**src/rtl/mux4x32_reg.sv**
```systemverilog
// mux4x32_reg: registered 4-to-1 word selector.
//
// Picks one of four WIDTH-bit words by a 2-bit select and presents it on a
// registered output, giving a clean, glitch-free result one clock after the
// inputs are sampled. Nothing combinational reaches y.
//
// Ports:
//   clk     - rising-edge clock
//   rst_n   - asynchronous active-low reset (clears y, y_valid, y_par)
//   a0..a3  - data words, chosen by s = 00..11
//   s       - select
//   en      - capture enable; output registers load only when en = 1
//   y       - registered selected word (bit-exact copy)
//   y_valid - high once y holds a word captured since reset
//   y_par   - (MUX4X32_PARITY_EN only) XOR reduction of the captured word
//
// Build option:
//   MUX4X32_PARITY_EN - adds the y_par output, registered alongside y.

module mux4x32_reg #(
  parameter int WIDTH = 32
) (
  input  logic             clk,
  input  logic             rst_n,
  input  logic [WIDTH-1:0] a0,
  input  logic [WIDTH-1:0] a1,
  input  logic [WIDTH-1:0] a2,
  input  logic [WIDTH-1:0] a3,
  input  logic [1:0]       s,
`ifdef MUX4X32_PARITY_EN
  output logic             y_par,
`endif
  input  logic             en,
  output logic [WIDTH-1:0] y,
  output logic             y_valid
);

  // Gather the words so the 2-bit select indexes them directly; all four
  // codes map to a word, so there is no default arm to fall into.
  logic [3:0][WIDTH-1:0] a_vec;
  logic [WIDTH-1:0]      sel;

  always_comb begin
    a_vec = {a3, a2, a1, a0};
    sel   = a_vec[s];
  end

  always_ff @(posedge clk or negedge rst_n) begin
    if (!rst_n) begin
      y       <= '0;
      y_valid <= 1'b0;
    end else if (en) begin
      y       <= sel;
      y_valid <= 1'b1;
    end
  end

`ifdef MUX4X32_PARITY_EN
  // Even parity of the word being captured, so y_par always describes y.
  always_ff @(posedge clk or negedge rst_n) begin
    if (!rst_n)  y_par <= 1'b0;
    else if (en) y_par <= ^sel;
  end
`endif

endmodule

```
**config.mk**
```make
export PLATFORM = sky130hd
export DESIGN_NAME = mux4x32_reg
export DESIGN_NICKNAME = d
export VERILOG_FILES = /design/src/rtl/mux4x32_reg.sv
export SDC_FILE = /design/constraint.sdc
export NUM_CORES = 1
export LEC_CHECK = 0
export CAP_MARGIN = 20
export CELL_PAD_IN_SITES_DETAIL_PLACEMENT = 1
export CELL_PAD_IN_SITES_GLOBAL_PLACEMENT = 2
export CORE_MARGIN = 1
export CORE_UTILIZATION = 17
export CTS_CLUSTER_DIAMETER = 50
export CTS_CLUSTER_SIZE = 28
export DETAILED_ROUTE_END_ITERATION = 10
export GPL_TIMING_DRIVEN = 1
export PLACE_DENSITY_LB_ADDON = 0.25
export SLEW_MARGIN = 20
export SYNTH_ARGS = -nofsm -noshare
export SYNTH_HDL_FRONTEND = slang
export SYNTH_SLANG_ARGS = --single-unit
```
**constraint.sdc**
```tcl
create_clock -name clk -period 0.8 [get_ports clk]
set_input_delay 0.08 -clock clk [delete_from_list [all_inputs] [get_ports clk]]
set_output_delay 0.08 -clock clk [all_outputs]
set_load 0.02 [all_outputs]
```
==> flow_summary.yaml <==
synthesis:
  synth_top_area_share_pct: 38.1
  synthesis.instances: 180
  synth_seq_cells: 33
  synth_largest_area_cell: "dfrtp_1"
  async_flop_share_pct: 100
  synth_area_sq_mm: 0.00217
  synth_ff_type: "dfrtp_1"
  yosys-top-cells-area: "dfrtp_1, mux2i_1, nand2b_1"
  yosysSeqAreaShare_pct: 38.1
  synth_edf_count: 0
  yosysMostFrequentCell: "mux2i_1"
  avgSynthCellArea_sq_um: 12.1
  syn_nets: 313
  yosys_warnings: 0
  ys_types: 11
  ys_top_cells_by_count: "mux2i_1, dfrtp_1, nand2b_1"
sta:
  slew_headroom_pct: 82.4
  min_period_over_period_pct: 112
  fmax_ghz: 1.12
  setup_slack_ns: -0.0967
  setup_viol: 38
  slew_viol_final: 0
  worst-slew-pin-transition_ns: 0.257
  grt_setup_unrepaired: "yes"
  setup_tns_ns: -2.77
  hold_viol: 0
  finalClockSkew_ns: 0
  finalCriticalPeriod_ns: 0.897
cts:
  cts_tree: "built"
  cts_made_buffers: 5
  cts_max_level: 2
  clk_path_buf_depth: 2
  cts-root-buf: "clkbuf_16"
  insertion_delay_ns: 0.27
  clk_pin_slew_ns: 0.05
  clock_sinks: 33
route:
  viasPerCell: 4.11
  firstDrtPassIters: 4
  totalWireLength_microns: 8440
  vias: 2224
  wl_per_cell_microns: 15.6
  ant_nets: 0
  drt_iter0_drc: 31
  drc: 0
grt:
  grt_pass1_vias: 2378
  grt_max_degree: 34
  track_usage_pct: 12.3
  antenna_found_initial: 0
  overflow: 0
  grt_pass1_wl_microns: 12500
layout:
  diodes: 0
  nets: 505
  drive_above_1_share_pct: 31.4
  areaGrowthSynthToFinish_pct: 118
  fin_area_sq_mm: 0.00473
  final_core_util_pct: 38.7
  fillers: 1337
  finalNonFillerCells: 541
critical_path:
  worstSetupStartpoint: "y[9]$_DFFE_PN0P_"
  path_max_fanout: 2
  crit_path_end_kind: "output port"
  arrival_ns: 0.82
  required_ns: 0.72
  max_stage_delay_ns: 0.40
  crit_chain: "buf_6"
  critPathBufInv: 1
  slowest_stage: "dfrtp_1"
  cp_top_family: "flip-flops"
  reg2reg_from: "y[14]$_DFFE_PN0P_"
  critPathKind: "register to output port"
  startpoint_type: "register"
floorplan:
  io_pins: 166
  die_h_microns: 115
  core_sq_mm: 0.0122
  die_x_microns: 115
  num_rows: 40
  die_area_sq_mm: 0.0132
  start_util_pct: 17.8
pwr:
  p_leak_nw: 2.05
  peakVddDrop_uv: 751
  p_per_area_mw_per_mm2: 1460
run_status:
  violations: "negative setup slack"
  outcome: "finished with violations"
place:
  place_area_sq_mm: 0.00416
  pre_cts_slack_ns: -0.505
  dp.cells: 521
  dp_hpwl_microns: 6410
  portBuffers: 165
  gp_congestion: 0.674
min_path:
  hold_path.class: "primary input to asynchronous set/reset pin"
flow_run:
  drv_cap: 0
==> registers in the layout, summed over array words and instances, names as in the netlist <==
name and cells:
y_valid 1, y 32
==> worst reg2reg max path: cells and delay by family (launching register included) <==
kind                   cells  cell delay, ns
and+or+nand+nor            1            0.05
DFF                        1            0.40
AOI/OAI and AO/OA          1            0.09
buffers and inverters      1            0.15
==> cell type report <==
type / count / area, sq um / area share [%]
Sequential cell: 33 / 826 / 17.5
Clock inverter: 1 / 30.0 / 0.635
Multi-Input combinational cell: 131 / 1380 / 29.2
Timing Repair Buffer: 201 / 2140 / 45.2
Tap cell: 168 / 210 / 4.44
Clock buffer: 7 / 143 / 3.02
==> kinds of logic after synthesis <==
| kind of cell | share of synthesized area [%] |
|---|---|
| muxes | 29.5 |
| DFF | 38.1 |
| and+or+nand+nor | 10.1 |
| buffers and inverters | 6.52 |
| AOI/OAI and AO/OA | 15.8 |
==> cell usage in the layout (no fill, tap or decap), drive strengths merged <==
cell type / Yosys / routed
mux2i: 64 / 64
dfrtp: 33 / 33
nand2: 1 / 1
buf: 12 / 69
or2: 1 / 1
o221ai: 32 / 32
clkbuf: 4 / 9
dlygate4sd2: 0 / 1
bufinv: 0 / 1
nand2b: 33 / 33
clkdlybuf4s50: 0 / 128
dlygate4sd3: 0 / 1
==> per-layer routing <==
metal / up-vias / GRT usage (%) / part of all wire, %
li1: 1076 / - / -
met5: - / 0 / 0
met1: 1060 / 15.0 / 42
met4: 0 / 2.86 / 0.62
met3: 2 / 2.95 / 7.0
met2: 86 / 21.9 / 51
==> final timing paths <==
path                                     end  slack [ns]  cells after the start
min                         y[8]$_DFFE_PN0P_        0.30                      3
max                                     y[9]        -0.1                      1
min reg2reg                 y[5]$_DFFE_PN0P_        0.52                      2
max reg2reg                y[14]$_DFFE_PN0P_       -0.02                      3
min in group clk            y[2]$_DFFE_PN0P_        0.34                      4
max in group asynchronous  y[28]$_DFFE_PN0P_        0.31                      3
==> metrics by stage <==
| stage | total power, W | hold slack, ns |
|---|---|---|
| floorplan | 0.00290 | -0.216 |
| global placement | 0.00430 | 0.0626 |
| detailed placement | 0.00433 | 0.0656 |
| CTS | 0.00678 | 0.309 |
| global route | 0.00727 | 0.331 |
| finish | 0.00691 | 0.299 |
==> where the power goes <==
group	total [W]	internal, W	switching [W]
Sequential	0.00204	0.00188	0.000163
Combinational	0.00264	0.00164	0.00100
Clock	0.00224	0.00155	0.000683
==> what timing repair did <==
| item | 4_1_cts | 5_1_grt |
|---|---|---|
| resized for setup | 204 | 35 |
| endpoints found under the hold margin | 33 | 0 |
| gates cloned | 1 | 1 |
| hold buffers | 1 | 0 |
| buffers inserted | 3 | 6 |
| setup endpoints to repair | 66 | 63 |
No activity file was read; power rests on OpenSTA's default activity.
